[config.mk]
export PLATFORM = sky130hd
export DESIGN_NAME = ddr_rd_arbiter
export DESIGN_NICKNAME = d
export VERILOG_FILES = /design/src/rtl/ddr_arb_pkg.sv /design/src/rtl/rr_arb2.sv /design/src/rtl/ddr_rd_arbiter.sv
export SDC_FILE = /design/constraint.sdc
export NUM_CORES = 1
export LEC_CHECK = 0
export ABC_AREA = 1
export CAP_MARGIN = 20
export CORE_AREA = 3 3 133 135
export DETAILED_ROUTE_END_ITERATION = 7
export DIE_AREA = 0 0 136 138
export MAX_ROUTING_LAYER = met4
export SYNTH_ARGS = -nofsm -noshare
export SYNTH_HDL_FRONTEND = slang
export SYNTH_SLANG_ARGS = --single-unit
[constraint.sdc]
create_clock -name ACLK -period 1.68 [get_ports ACLK]
set_input_delay 0.252 -clock ACLK [delete_from_list [all_inputs] [get_ports ACLK]]
set_output_delay 0.252 -clock ACLK [all_outputs]
set_load 0.02 [all_outputs]
[src/rtl/ddr_arb_pkg.sv]
// Shared types and AXI constants for the DDR read/write arbiters.
package ddr_arb_pkg;

  typedef enum logic [1:0] {
    StIdle,
    StAddr,
    StData
  } arb_state_e;

  localparam logic [2:0] AXSIZE_8B  = 3'd3;
  localparam logic [1:0] BURST_INCR = 2'b01;

endpackage

[src/rtl/rr_arb2.sv]
// Two-way round-robin pick: a lone request wins outright, a tie goes to prio_i.
module rr_arb2 (
  input  logic [1:0] req_i,
  input  logic       prio_i,
  output logic [1:0] gnt_o
);

  always_comb begin
    gnt_o = req_i;
    if (&req_i) begin
      gnt_o = prio_i ? 2'b10 : 2'b01;
    end
  end

endmodule

[src/rtl/ddr_rd_arbiter.sv]
// Shares one AXI4 read master (AR/R) between two requesters, one burst in flight,
// routing R beats back to the burst owner and flagging response/length errors.
module ddr_rd_arbiter #(
  parameter int unsigned ADDR_W = 32,
  parameter int unsigned DATA_W = 64
) (
  input  logic              ACLK,
  input  logic              ARESET,
  input  logic [ADDR_W-1:0] REQ0_ARADDR,
  input  logic [7:0]        REQ0_ARLEN,
  input  logic              REQ0_ARVALID,
  output logic              REQ0_ARREADY,
  output logic [DATA_W-1:0] REQ0_RDATA,
  output logic              REQ0_RLAST,
  output logic              REQ0_RVALID,
  input  logic              REQ0_RREADY,
  input  logic [ADDR_W-1:0] REQ1_ARADDR,
  input  logic [7:0]        REQ1_ARLEN,
  input  logic              REQ1_ARVALID,
  output logic              REQ1_ARREADY,
  output logic [DATA_W-1:0] REQ1_RDATA,
  output logic              REQ1_RLAST,
  output logic              REQ1_RVALID,
  input  logic              REQ1_RREADY,
  output logic              M_AXI_ARID,
  output logic [ADDR_W-1:0] M_AXI_ARADDR,
  output logic [7:0]        M_AXI_ARLEN,
  output logic [2:0]        M_AXI_ARSIZE,
  output logic [1:0]        M_AXI_ARBURST,
  output logic              M_AXI_ARVALID,
  input  logic              M_AXI_ARREADY,
  input  logic              M_AXI_RID,
  input  logic [DATA_W-1:0] M_AXI_RDATA,
  input  logic [1:0]        M_AXI_RRESP,
  input  logic              M_AXI_RLAST,
  input  logic              M_AXI_RVALID,
  output logic              M_AXI_RREADY,
  input  logic              ERR_CLR,
  output logic              ERR_RESP,
  output logic              ERR_LEN
);

  import ddr_arb_pkg::*;

  arb_state_e        state_q, state_d;
  logic              grant_q, grant_d;
  logic              prio_q, prio_d;
  logic [ADDR_W-1:0] addr_q, addr_d;
  logic [7:0]        len_q, len_d;
  logic [7:0]        cnt_q, cnt_d;
  logic              err_resp_q, err_resp_d;
  logic              err_len_q, err_len_d;

  logic [1:0] req, gnt;
  logic       in_idle, in_data, sel_rready, r_hs, set_resp, set_len;

  assign req = {REQ1_ARVALID, REQ0_ARVALID};

  rr_arb2 u_rr_arb2 (
    .req_i  (req),
    .prio_i (prio_q),
    .gnt_o  (gnt)
  );

  assign in_idle    = (state_q == StIdle);
  assign in_data    = (state_q == StData);
  assign sel_rready = grant_q ? REQ1_RREADY : REQ0_RREADY;
  assign r_hs       = in_data & M_AXI_RVALID & sel_rready;

  // Grant is combinational in idle so the command handshake lands in the same cycle.
  assign REQ0_ARREADY = in_idle & gnt[0];
  assign REQ1_ARREADY = in_idle & gnt[1];

  assign M_AXI_ARID    = grant_q;
  assign M_AXI_ARADDR  = addr_q;
  assign M_AXI_ARLEN   = len_q;
  assign M_AXI_ARSIZE  = AXSIZE_8B;
  assign M_AXI_ARBURST = BURST_INCR;
  assign M_AXI_ARVALID = (state_q == StAddr);
  assign M_AXI_RREADY  = in_data & sel_rready;

  assign REQ0_RVALID = in_data & ~grant_q & M_AXI_RVALID;
  assign REQ1_RVALID = in_data & grant_q & M_AXI_RVALID;
  assign REQ0_RDATA  = in_data ? M_AXI_RDATA : '0;
  assign REQ1_RDATA  = in_data ? M_AXI_RDATA : '0;
  assign REQ0_RLAST  = in_data & M_AXI_RLAST;
  assign REQ1_RLAST  = in_data & M_AXI_RLAST;

  assign ERR_RESP = err_resp_q;
  assign ERR_LEN  = err_len_q;

  assign set_resp = r_hs & (M_AXI_RRESP != 2'b00);
  assign set_len  = r_hs & ((M_AXI_RLAST & (cnt_q != len_q)) | (M_AXI_RID != grant_q));

  always_comb begin
    state_d = state_q;
    grant_d = grant_q;
    prio_d  = prio_q;
    addr_d  = addr_q;
    len_d   = len_q;
    cnt_d   = cnt_q;
    unique case (state_q)
      StIdle: begin
        if (|req) begin
          grant_d = gnt[1];
          addr_d  = gnt[1] ? REQ1_ARADDR : REQ0_ARADDR;
          len_d   = gnt[1] ? REQ1_ARLEN : REQ0_ARLEN;
          cnt_d   = '0;
          state_d = StAddr;
        end
      end
      StAddr: begin
        if (M_AXI_ARREADY) begin
          state_d = StData;
        end
      end
      StData: begin
        if (r_hs) begin
          cnt_d = cnt_q + 8'd1;
          if (M_AXI_RLAST) begin
            prio_d  = ~grant_q;
            state_d = StIdle;
          end
        end
      end
      default: state_d = StIdle;
    endcase
  end

  // Sticky flags: a set in the same cycle as a clear wins.
  assign err_resp_d = (err_resp_q & ~ERR_CLR) | set_resp;
  assign err_len_d  = (err_len_q & ~ERR_CLR) | set_len;

  always_ff @(posedge ACLK or posedge ARESET) begin
    if (ARESET) begin
      state_q    <= StIdle;
      grant_q    <= 1'b0;
      prio_q     <= 1'b0;
      addr_q     <= '0;
      len_q      <= '0;
      cnt_q      <= '0;
      err_resp_q <= 1'b0;
      err_len_q  <= 1'b0;
    end else begin
      state_q    <= state_d;
      grant_q    <= grant_d;
      prio_q     <= prio_d;
      addr_q     <= addr_d;
      len_q      <= len_d;
      cnt_q      <= cnt_d;
      err_resp_q <= err_resp_d;
      err_len_q  <= err_len_d;
    end
  end

endmodule

==> summary.txt, run 1 <==
Global routing
  – Global-route layer with the greatest usage: met2
  – Largest net degree at the start of global routing: between 40 and 50
  – First-pass GRT wire length: 24.83 mm
  – Met1 usage: between 10% and 20%
  – Routing usage on met2: 30.17%
  – GR Util met3: 5.850%
  – Total grt overflow: 0
  – Total GRT Usage: 17.59%
  – Antenna violations before repair: 2
  – Vias in the first global route: between 4000 and 5000

CTS
  – Post-CTS Hold Fix Bufs: 0
  – CTS tree: built
  – Clk_lat worst skew: 300 ps
  – Clk pin slew, worst setup/hold paths: about 70 ps
  – Max Root-Sink Buffers: 2
  – Max H-tree Level: 2
  – Num CTS Buffers: 5
  – CTS sink count: between 50 and 60
  – Root buffer cell: clkbuf_16

Yosys
  – Synthesized cell area: 0.003904 sq mm
  – Syn avg cell area: between 7 and 8 sq um
  – Number of synthesized flops with an enable pin: 0
  – Most used flip-flop cell after synthesis: dfrtp_1
  – Yosys cell types: 29
  – Synth Warn #: 0
  – #FFs+latches synth: 54
  – Sequential fraction of the synthesis area: between 30% and 40%
  – Cells after synthesis: between 500 and 600
  – Biggest area consumer among synthesized cells: dfrtp_1
  – Yosys top cell area share: between 30% and 40%
  – Most frequent cell after synthesis: nor2_1
  – Commonest cells in the netlist: 120 x nor2_1, 85 x inv_1, 78 x nand2_1
  – FFs w/ async S/R, synth: 100.0%
  – Synth area leaders: dfrtp_1 35%, buf_4 13%, nor2_1 12%

Placement
  – Placed cell area: just over 0.007 sq mm
  – Gpl congestion: approximately 0.89
  – Buffers added on ports: 335
  – DP HPWL: roughly 13 mm
  – Pre-CTS setup slack: -362.7 ps
  – Post-Place Cells: ~1000

Power and ir drop
  – Leak pwr: around 3.7 nW
  – Pwr dens: ~1500 mW/mm^2
  – Max VDD drop: 0.0008768 V

Critical path
  – CP startpoint: state_q[0]$_DFFE_PP0P_
  – Startpoint types: flop
  – Reg2Reg Capture Point: M_AXI_ARADDR[1]$_DFFE_PP0P_
  – Critical-path cell list: inv_2 -> nand2_4 -> buf_12 -> clkbuf_16 -> nor2_4 -> buf_4
  – Reg2reg start: state_q[0]$_DFFE_PP0P_
  – Crit. End Element: output port
  – CP Class: flop to output port
  – Arrival time worst endpoint: roughly 1500 ps
  – Family with the most delay on the worst path: buffers and inverters
  – Max stage delay on crit path: roughly 390 ps
  – CP max-delay cell: dfrtp_1
  – Buffers and inverters on the worst path: 4
  – CP Max Fanout: 6
  – R2R setup slack: around 110 ps
  – Reg2Reg Depth: 8
  – Worst path required time: 1430 ps
  – Number of cells on the critical path: 6

Flow run
  – Max-Cap Viols: 0

Timing
  – Fmax: around 570 MHz
  – Setup Viol. Count Final: 94
  – Setup ws final: -61.74 ps
  – RSZ-0062 raised after global routing: true
  – Final hold violation count: 0
  – Setup TNS: -2188 ps
  – Post-layout min period: 1742 ps
  – Final Max Slew Viols: 0
  – Worst Skew: roughly 4.5 ps
  – Tcrit/Tclk final: 103.7%

Drt
  – Vias/cell: 4.142
  – Drt first pass iters: 4
  – Initial DRC Count: ~140
  – DRT Wirelength: between 15 and 20 mm
  – Drt drc: 0
  – DR vias: around 4400
  – DRT antenna net count: 0
  – DR WL/cell: 16.53 um

Die
  – Initial cell density of the core: 23.54%
  – Die H: around 140 um
  – Core ar.: 0.01658 sq mm
  – Io pins: 341
  – Die area: approximately 0.019 sq mm
  – # rows: 47
  – Die width: ~140 um

Min path
  – Hold Crit Class: input port to async pin

Final layout
  – Final Instance Count excl. Fillers: approximately 1100
  – Nets: 1000
  – Area growth syn-to-layout: 101.1%
  – Share of cells above drive strength 1: 35.71%
  – Post-Layout Inst Area: 0.007851 sq mm

Run status
  – Status: finished with violations
  – Failing checks: setup timing
-- timing repair --
item,in CTS,in global routing
cloned,2,5
setup buffers,5,2
pin swaps,1,5
gates resized for setup,645,184
hold endpoints to repair,0,0
endpoints found under the setup margin,135,137
-- cells by family (layout without fill, tap and decap cells) --
| group | count (synthesis) | in the layout | share of synthesized area (%) |
|---|---|---|---|
| AOI/OAI and AO/OA | 99 | 99 | 16.92 |
| xor gates and xnor gates | 7 | 7 | 1.571 |
| adders and majority gates | 1 | 1 | 0.3205 |
| buffers and inverters | 183 | 468 | 25.51 |
| DFF | 54 | 54 | 34.62 |
| other | 2 | 7 | 0.1924 |
| and+or+nand+nor | 209 | 209 | 20.87 |
-- flip-flops by register name, indices dropped and copies added (netlist names) --
name and flops:
M_AXI_ARID 1, M_AXI_ARADDR 32, state_q 2, ERR_RESP 1, cnt_q 8, prio_q 1, ERR_LEN 1, M_AXI_ARLEN 8
-- tightest hold or removal path, stage by stage --
cell,delay [ps]
clkdlybuf4s50_1,410
inv_2,80
buf_12,220
-- cells in the final DEF (no fill, tap or decap), drive strengths merged --
cell	n
o21bai	1
bufinv	1
conb	5
diode	2
xnor2	4
xor2	3
buf	169
o31ai	1
nand2	78
bufbuf	1
inv	89
nor2	123
dfrtp	54
dlygate4sd2	1
o21ai	88
nand3	7
a21oi	3
dlymetal6s2s	1
clkbuf	7
clkdlybuf4s50	197
ha	1
nand3b	1
clkinv	2
o22ai	5
a211oi	1
-- metal layers --
| metal | routed length (um) | up-vias |
|---|---|---|
| met5 | 0 | - |
| met4 | 214 | 0 |
| met1 | 7010 | 2017 |
| met2 | 8787 | 188 |
| met3 | 1592 | 11 |
| li1 | - | 2195 |
-- per-stage QoR --
| step | hold slack, ps | power (mW) | utilization [%] |
|---|---|---|---|
| after floorplan | 347.6 | 6.318 | - |
| after global placement | 465.5 | 9.640 | 42.92 |
| after detailed placement | 470.4 | 9.635 | 42.92 |
| after CTS | 295.0 | 11.01 | 43.13 |
| after global routing | 323.9 | 12.48 | 47.34 |
| final | 290.7 | 11.77 | 47.34 |
-- power breakdown --
part | internal, mW | total [mW] | switching (mW)
Sequential | 1.87 | 2.24 | 0.374
Combinational | 3.73 | 8.30 | 4.57
Clock | 0.708 | 1.22 | 0.516
Total | 6.31 | 11.8 | 5.46
-- how the worst max path moves through the flow --
| stage | to | slack (ps) |
|---|---|---|
| after floorplan | REQ1_RDATA[33] | -3 |
| after global placement | M_AXI_RREADY | -350 |
| after detailed placement | M_AXI_RREADY | -360 |
| after CTS | REQ1_RDATA[33] | -130 |
| after global routing | REQ1_RDATA[41] | -120 |
| final | REQ1_RDATA[14] | -60 |
-- cell type report --
cell class              instances  area (sq um)
flip-flops and latches         54          1354
diodes                          2         5.005
repair buffers                371          3652
well taps                     220         275.3
clock buffers                   5         125.1
multi-input cells             321          2049
fillers                      1663          8732
clock inverters                 3         43.79
inverters                      89         346.6
Power figures use the tool's default switching activity.
==> run 2, diff against run 1 <==
Settings changed: MAX_ROUTING_LAYER met4 to unset.
==> summary.txt, run 2 (same netlist as run 1, synthesis figures left out) <==
CTS
  – Max Root-Sink Buffers: 2 (unchanged)
  – CTS tree: built
  – Clk_lat worst skew: 300 ps (about the same)
  – Post-CTS Hold Fix Bufs: 0 (unchanged)
  – Max H-tree Level: 2 (unchanged)
  – CTS sink count: 54 (unchanged)
  – Clk pin slew, worst setup/hold paths: 70 ps (about the same)
  – Num CTS Buffers: 5 (unchanged)
  – Root buffer cell: clkbuf_16

Final layout
  – Final core occ: 46.80% (-0.54 points)
  – Nets: 1000 (unchanged)
  – Most frequent cells in the layout: 197 x clkdlybuf4s50_1, 114 x buf_4, 82 x inv_1
  – Share of cells above drive strength 1: 35.59% (-0.12 points)
  – Post-Layout Inst Area: 0.007761 sq mm (-1.1%)
  – Antenna Cells: 0 (-2)
  – Flip-flop count of the largest register after layout: 32 (unchanged)
  – Storage cell area: 0.001353 sq mm (about the same)
  – Fillers: 1674 (+0.66%)
  – Area growth syn-to-layout: 98.81%
  – Area of the multi-input gates: 0.002009 sq mm (-2.0%)
  – Commonest non-fill, non-tap cell in the layout: clkdlybuf4s50_1

Drt
  – DRT Wirelength: 17.55 mm (-0.34%)
  – DR WL/cell: 16.51 um (-0.15%)
  – Drt drc: 0 (unchanged)
  – Initial DRC Count: 137 (-4.9%)
  – DRT antenna net count: 0 (unchanged)
  – Drt first pass iters: 4 (unchanged)
  – Vias/cell: 4.154 (+0.30%)
  – DR vias: 4416 (+0.11%)

Run status
  – Status: finished with violations
  – Failing checks: setup timing

Timing
  – Tcrit/Tclk final: 103.8% (+0.16 points)
  – Setup Viol. Count Final: 95 (+1.1%)
  – Final Max Slew Viols: 0 (unchanged)
  – Worst Skew: 4.920 ps (+0.4575 ps)
  – Hold slack: 294.6 ps (+3.928 ps)
  – Setup ws final: -64.38 ps (-2.639 ps)
  – Fmax: 573.3 MHz (-0.15%)
  – Final hold violation count: 0 (unchanged)
  – Post-layout min period: 1744 ps (+2.639 ps)
  – RSZ-0062 raised after global routing: true

Global routing
  – First-pass GRT wire length: 24.94 mm (+0.47%)
  – Total GRT Usage: 17.08% (-0.51 points)
  – Total grt overflow: 0 (unchanged)
  – Largest net degree at the start of global routing: 41 (unchanged)
  – Vias in the first global route: 4270 (-0.74%)
  – Antenna violations before repair: 2 (unchanged)

Placement
  – DP HPWL: 13.41 mm (unchanged)
  – Buffers added on ports: 335 (unchanged)
  – Gpl congestion: 0.8772 (-1.6%)
  – Placed cell area: 0.007117 sq mm (unchanged)
  – Pre-CTS setup slack: -362.7 ps (unchanged)

Critical path
  – Reg2reg start: state_q[0]$_DFFE_PP0P_
  – Startpoint types: flop
  – CP Class: flop to output port
  – Family with the most delay on the worst path: buffers and inverters
  – Buffers and inverters on the worst path: 4 (unchanged)
  – Crit. End Element: output port
  – Max stage delay on crit path: 390 ps (about the same)
  – Arrival time worst endpoint: 1490 ps (about the same)
  – CP max-delay cell: dfrtp_1
  – Worst path required time: 1430 ps (about the same)
  – Critical-path cell list: inv_2 -> nand2_4 -> buf_12 -> clkbuf_16 -> nor2_4 -> buf_4
  – CP Max Fanout: 6 (unchanged)
  – CP startpoint: state_q[0]$_DFFE_PP0P_

Power and ir drop
  – Total chip power: 11.67 mW (-0.81%)
  – Clock power frac: 10.5% (about the same)
  – Switching power: 5.412 mW (-0.85%)
  – Flop pwr share: 19.2% (about the same)
  – Pwr dens: 1504 mW/mm^2 (+0.34%)
  – Pint: 6.261 mW (-0.78%)
  – Switch share: 46.37% (about the same)
  – Gate power share: 70.3% (-0.3 points)
  – Leak pwr: 3.650 nW (-0.34%)
  – Max VDD drop: 0.0008801 V (+0.38%)

Flow run
  – Max-Cap Viols: 0 (unchanged)

Min path
  – Hold Crit Class: input port to async pin

Die
  – Core ar.: 0.01658 sq mm (unchanged)
  – Die width: 136 um (unchanged)
  – Die H: 138 um (unchanged)
  – Initial cell density of the core: 23.54% (unchanged)
  – # rows: 47 (unchanged)
  – Io pins: 341 (unchanged)
  – Die area: 0.01877 sq mm (unchanged)
## run 2: worst register-to-register path, stage by stage, from the launching register on
cell and delay (ps):
dfrtp_1 390, buf_4 140, nor2_2 110, inv_2 90, a21oi_4 270, inv_2 150, buf_12 190, nand2_1 80
o21ai_1 60
## run 2: path summary, 6_finish.rpt
| check | endpoint | slack [ps] | cells past startpoint |
|---|---|---|---|
| setup / recovery | REQ1_RDATA[14] | -60 | 6 |
| hold / removal | M_AXI_ARADDR[19]$_DFFE_PP0P_ | 290 | 3 |
| setup reg to reg | M_AXI_ARADDR[1]$_DFFE_PP0P_ | 100 | 8 |
| hold reg to reg | M_AXI_ARADDR[3]$_DFFE_PP0P_ | 480 | 2 |
| max in group asynchronous | M_AXI_ARADDR[15]$_DFFE_PP0P_ | 1160 | 3 |
| min in group ACLK | M_AXI_ARADDR[3]$_DFFE_PP0P_ | 480 | 2 |
## run 2: repair_timing
| action | 4_1_cts | 5_1_grt |
|---|---|---|
| hold endpoints to repair | 0 | 0 |
| cloned | 2 | 5 |
| endpoints found under the setup margin | 135 | 137 |
| gates resized for setup | 645 | 165 |
| buffers inserted | 5 | 2 |
| pin swaps | 1 | 5 |
## run 2: through the flow
stage               std cells  setup TNS [ps]
finish                   1063           -2088
global route             1063          -10710
CTS                      1057           -7727
detailed placement       1042          -21530
global placement         1042          -20450
floorplan                 558          -87.32
## run 2: area by class of cell
type / instances / area share (%)
Tap cell: 220 / 3.547
Inverter: 89 / 4.466
Clock inverter: 3 / 0.5642
Timing Repair Buffer: 371 / 46.49
Sequential cell: 54 / 17.43
Clock buffer: 5 / 1.612
Multi-Input combinational cell: 321 / 25.89
## run 2: routing by layer
layer  GRT usage, %  wire [um]
met5              0         21
met4          3.660        213
met2          30.20       8718
met1          19.42       6843
met3          6.613       1748
## run 2: power by group through the flow
| stage | clock network [mW] | logic (mW) | registers, mW |
|---|---|---|---|
| 6_report | 1.22 | 8.21 | 2.24 |
| 5_1_grt | 1.32 | 8.74 | 2.32 |
| 4_1_cts | 1.28 | 7.48 | 2.25 |
| 3_5_place_dp | 0 | 7.38 | 2.25 |
| 3_3_place_gp | 0 | 7.39 | 2.25 |
| 2_1_floorplan | 0 | 3.49 | 2.83 |
==> run 3, diff against run 2 <==
Settings changed: CORE_AREA 3 3 133 135 to 2 2 132 134, DIE_AREA 0 0 136 138 to 0 0 134 136, SLEW_MARGIN set to 5.
==> summary.txt, run 3 (same netlist as run 1, synthesis figures left out) <==
Critical path
  – Crit. End Element: output port
  – Reg2Reg Depth: 8 (unchanged)
  – Max stage delay on crit path: 390 ps (about the same)
  – Arrival time worst endpoint: 1450 ps (-40 ps)
  – Buffers and inverters on the worst path: 3 (-1)
  – Reg2reg start: state_q[1]$_DFFE_PP0P_
  – Critical-path cell list: inv_2 -> nand2_8 -> buf_12 -> nor2_1 -> buf_4
  – CP Max Fanout: 33 (+27)
  – R2R setup slack: 180 ps (+80 ps)
  – Number of cells on the critical path: 5 (-1)
  – Reg2Reg Capture Point: M_AXI_ARADDR[14]$_DFFE_PP0P_
  – Startpoint types: flop
  – CP Class: flop to output port
  – Worst path required time: 1430 ps (about the same)
  – CP max-delay cell: dfrtp_1
  – CP startpoint: state_q[0]$_DFFE_PP0P_
  – Family with the most delay on the worst path: buffers and inverters
  – Critical Path Sink: REQ1_RDATA[19]

Placement
  – Gpl congestion: 0.7619 (-13%)
  – Placed cell area: 0.007236 sq mm (+1.7%)
  – Buffers added on ports: 335 (unchanged)
  – DP HPWL: 12.70 mm (-5.3%)

Die
  – Die H: 136 um (-1.4%)
  – Core ar.: 0.01688 sq mm (+1.8%)
  – Initial cell density of the core: 23.13% (-0.41 points)
  – Io pins: 341 (unchanged)
  – Die area: 0.01822 sq mm (-2.9%)
  – # rows: 48 (+2.1%)
  – Die width: 134 um (-1.5%)

Timing
  – RSZ-0062 raised after global routing: true
  – Worst Skew: 10.31 ps (+5.391 ps)
  – Setup Viol. Count Final: 8 (-92%)
  – Final Max Slew Viols: 0 (unchanged)
  – Setup TNS: -64.22 ps (+2024 ps)
  – Fmax: 586.3 MHz (+2.3%)
  – Post-layout min period: 1706 ps (-38.76 ps)
  – Tcrit/Tclk final: 101.5% (-2.3 points)
  – Final hold violation count: 0 (unchanged)
  – Hold slack: 311.2 ps (+16.57 ps)
  – Setup ws final: -25.62 ps (+38.76 ps)

CTS
  – CTS tree: built
  – Clk pin slew, worst setup/hold paths: 80 ps (about the same)
  – Root buffer cell: clkbuf_16
  – CTS sink count: 54 (unchanged)
  – Max Root-Sink Buffers: 2 (unchanged)
  – Clk_lat worst skew: 310 ps (about the same)
  – Post-CTS Hold Fix Bufs: 0 (unchanged)
  – Max H-tree Level: 2 (unchanged)
  – Num CTS Buffers: 5 (unchanged)

Drt
  – Drt first pass iters: 4 (unchanged)
  – DR vias: 4310 (-2.4%)
  – Vias/cell: 4.017 (-3.3%)
  – Initial DRC Count: 105 (-23%)
  – DRT Wirelength: 16.15 mm (-7.9%)
  – DR WL/cell: 15.05 um (-8.8%)
  – Drt drc: 0 (unchanged)
  – DRT antenna net count: 0 (unchanged)

Final layout
  – Area growth syn-to-layout: 92.40%
  – Nets: 1005 (+0.50%)
  – Flip-flop count of the largest register after layout: 32 (unchanged)
  – Commonest non-fill, non-tap cell in the layout: clkdlybuf4s50_1
  – Antenna Cells: 0 (unchanged)
  – Post-Layout Inst Area: 0.007511 sq mm (-3.2%)
  – Most frequent cells in the layout: 196 x clkdlybuf4s50_1, 120 x buf_4, 83 x inv_1
  – Share of cells above drive strength 1: 34.08% (-1.5 points)
  – Final core occ: 44.51% (-2.3 points)

Global routing
  – Largest net degree at the start of global routing: 41 (unchanged)
  – First-pass GRT wire length: 22.80 mm (-8.6%)
  – Vias in the first global route: 4106 (-3.8%)
  – Total grt overflow: 0 (unchanged)
  – Antenna violations before repair: 1 (-1)
  – Total GRT Usage: 16.25% (-0.84 points)

Power and ir drop
  – Leak pwr: 3.617 nW (-0.92%)
  – Total chip power: 11.18 mW (-4.2%)
  – Max VDD drop: 0.0009191 V (+4.4%)
  – Pwr dens: 1489 mW/mm^2 (-1.0%)

Run status
  – Failing checks: setup timing
  – Status: finished with violations

Flow run
  – Max-Cap Viols: 0 (unchanged)

Min path
  – Hold Crit Class: input port to async pin
==> run 3: how the worst min path moves through the flow <==
stage / startpoint / endpoint / slack, ps / cells past startpoint
global route: ARESET / cnt_q[1]$_DFFE_PP0P_ / 340 / 3
global placement: M_AXI_ARADDR[5]$_DFFE_PP0P_ / M_AXI_ARADDR[5]$_DFFE_PP0P_ / 460 / 2
floorplan: M_AXI_ARREADY / state_q[0]$_DFFE_PP0P_ / 350 / 1
finish: ARESET / M_AXI_ARLEN[6]$_DFFE_PP0P_ / 310 / 3
detailed placement: M_AXI_ARADDR[7]$_DFFE_PP0P_ / M_AXI_ARADDR[7]$_DFFE_PP0P_ / 470 / 2
CTS: ARESET / M_AXI_ARLEN[6]$_DFFE_PP0P_ / 300 / 3
==> run 3: worst register-to-register path: stages, from the launching register on <==
cell and delay, ps:
dfrtp_2 450, buf_6 140, nor2_4 100, inv_4 60
a21oi_4 210, inv_2 140, buf_12 180, nand2_1 80
o21ai_2 50
==> run 3: repair_timing <==
item	in CTS	in global routing
pin swaps	0	2
gates cloned	1	1
gates resized for setup	637	135
setup buffers	0	1
setup endpoints to repair	138	129
==> run 3: area by class of cell <==
| class | instances | area [sq um] |
|---|---|---|
| Fill cell | 1722 | 9365 |
| Timing Repair Buffer | 376 | 3496 |
| Multi-Input combinational cell | 321 | 1871 |
| Sequential cell | 54 | 1353 |
| Inverter | 89 | 336.6 |
| Tap cell | 225 | 281.5 |
| Clock buffer | 5 | 125.1 |
| Clock inverter | 3 | 48.80 |
==> run 3: stage by stage <==
stage,instances,setup slack (ps)
floorplan,558,-2.911
global placement,1062,-402.3
detailed placement,1062,-437.2
CTS,1071,-112.5
global route,1073,-87.43
finish,1073,-25.62
==> run 3: routing by layer <==
layer	vias to the layer above	part of all wire, %	global-route usage [%]
li1	2195	-	-
met1	1910	40	18.85
met2	189	49	28.69
met3	14	9.2	6.264
met4	2	1.3	3.014
met5	-	0.080	0
==> run 3: report_power, final <==
part	switching, mW	leakage, nW	internal [mW]
Sequential	0.390	0.671	1.87
Clock	0.522	0.0819	0.715
Combinational	4.27	2.86	3.42
Total	5.18	3.62	6.00
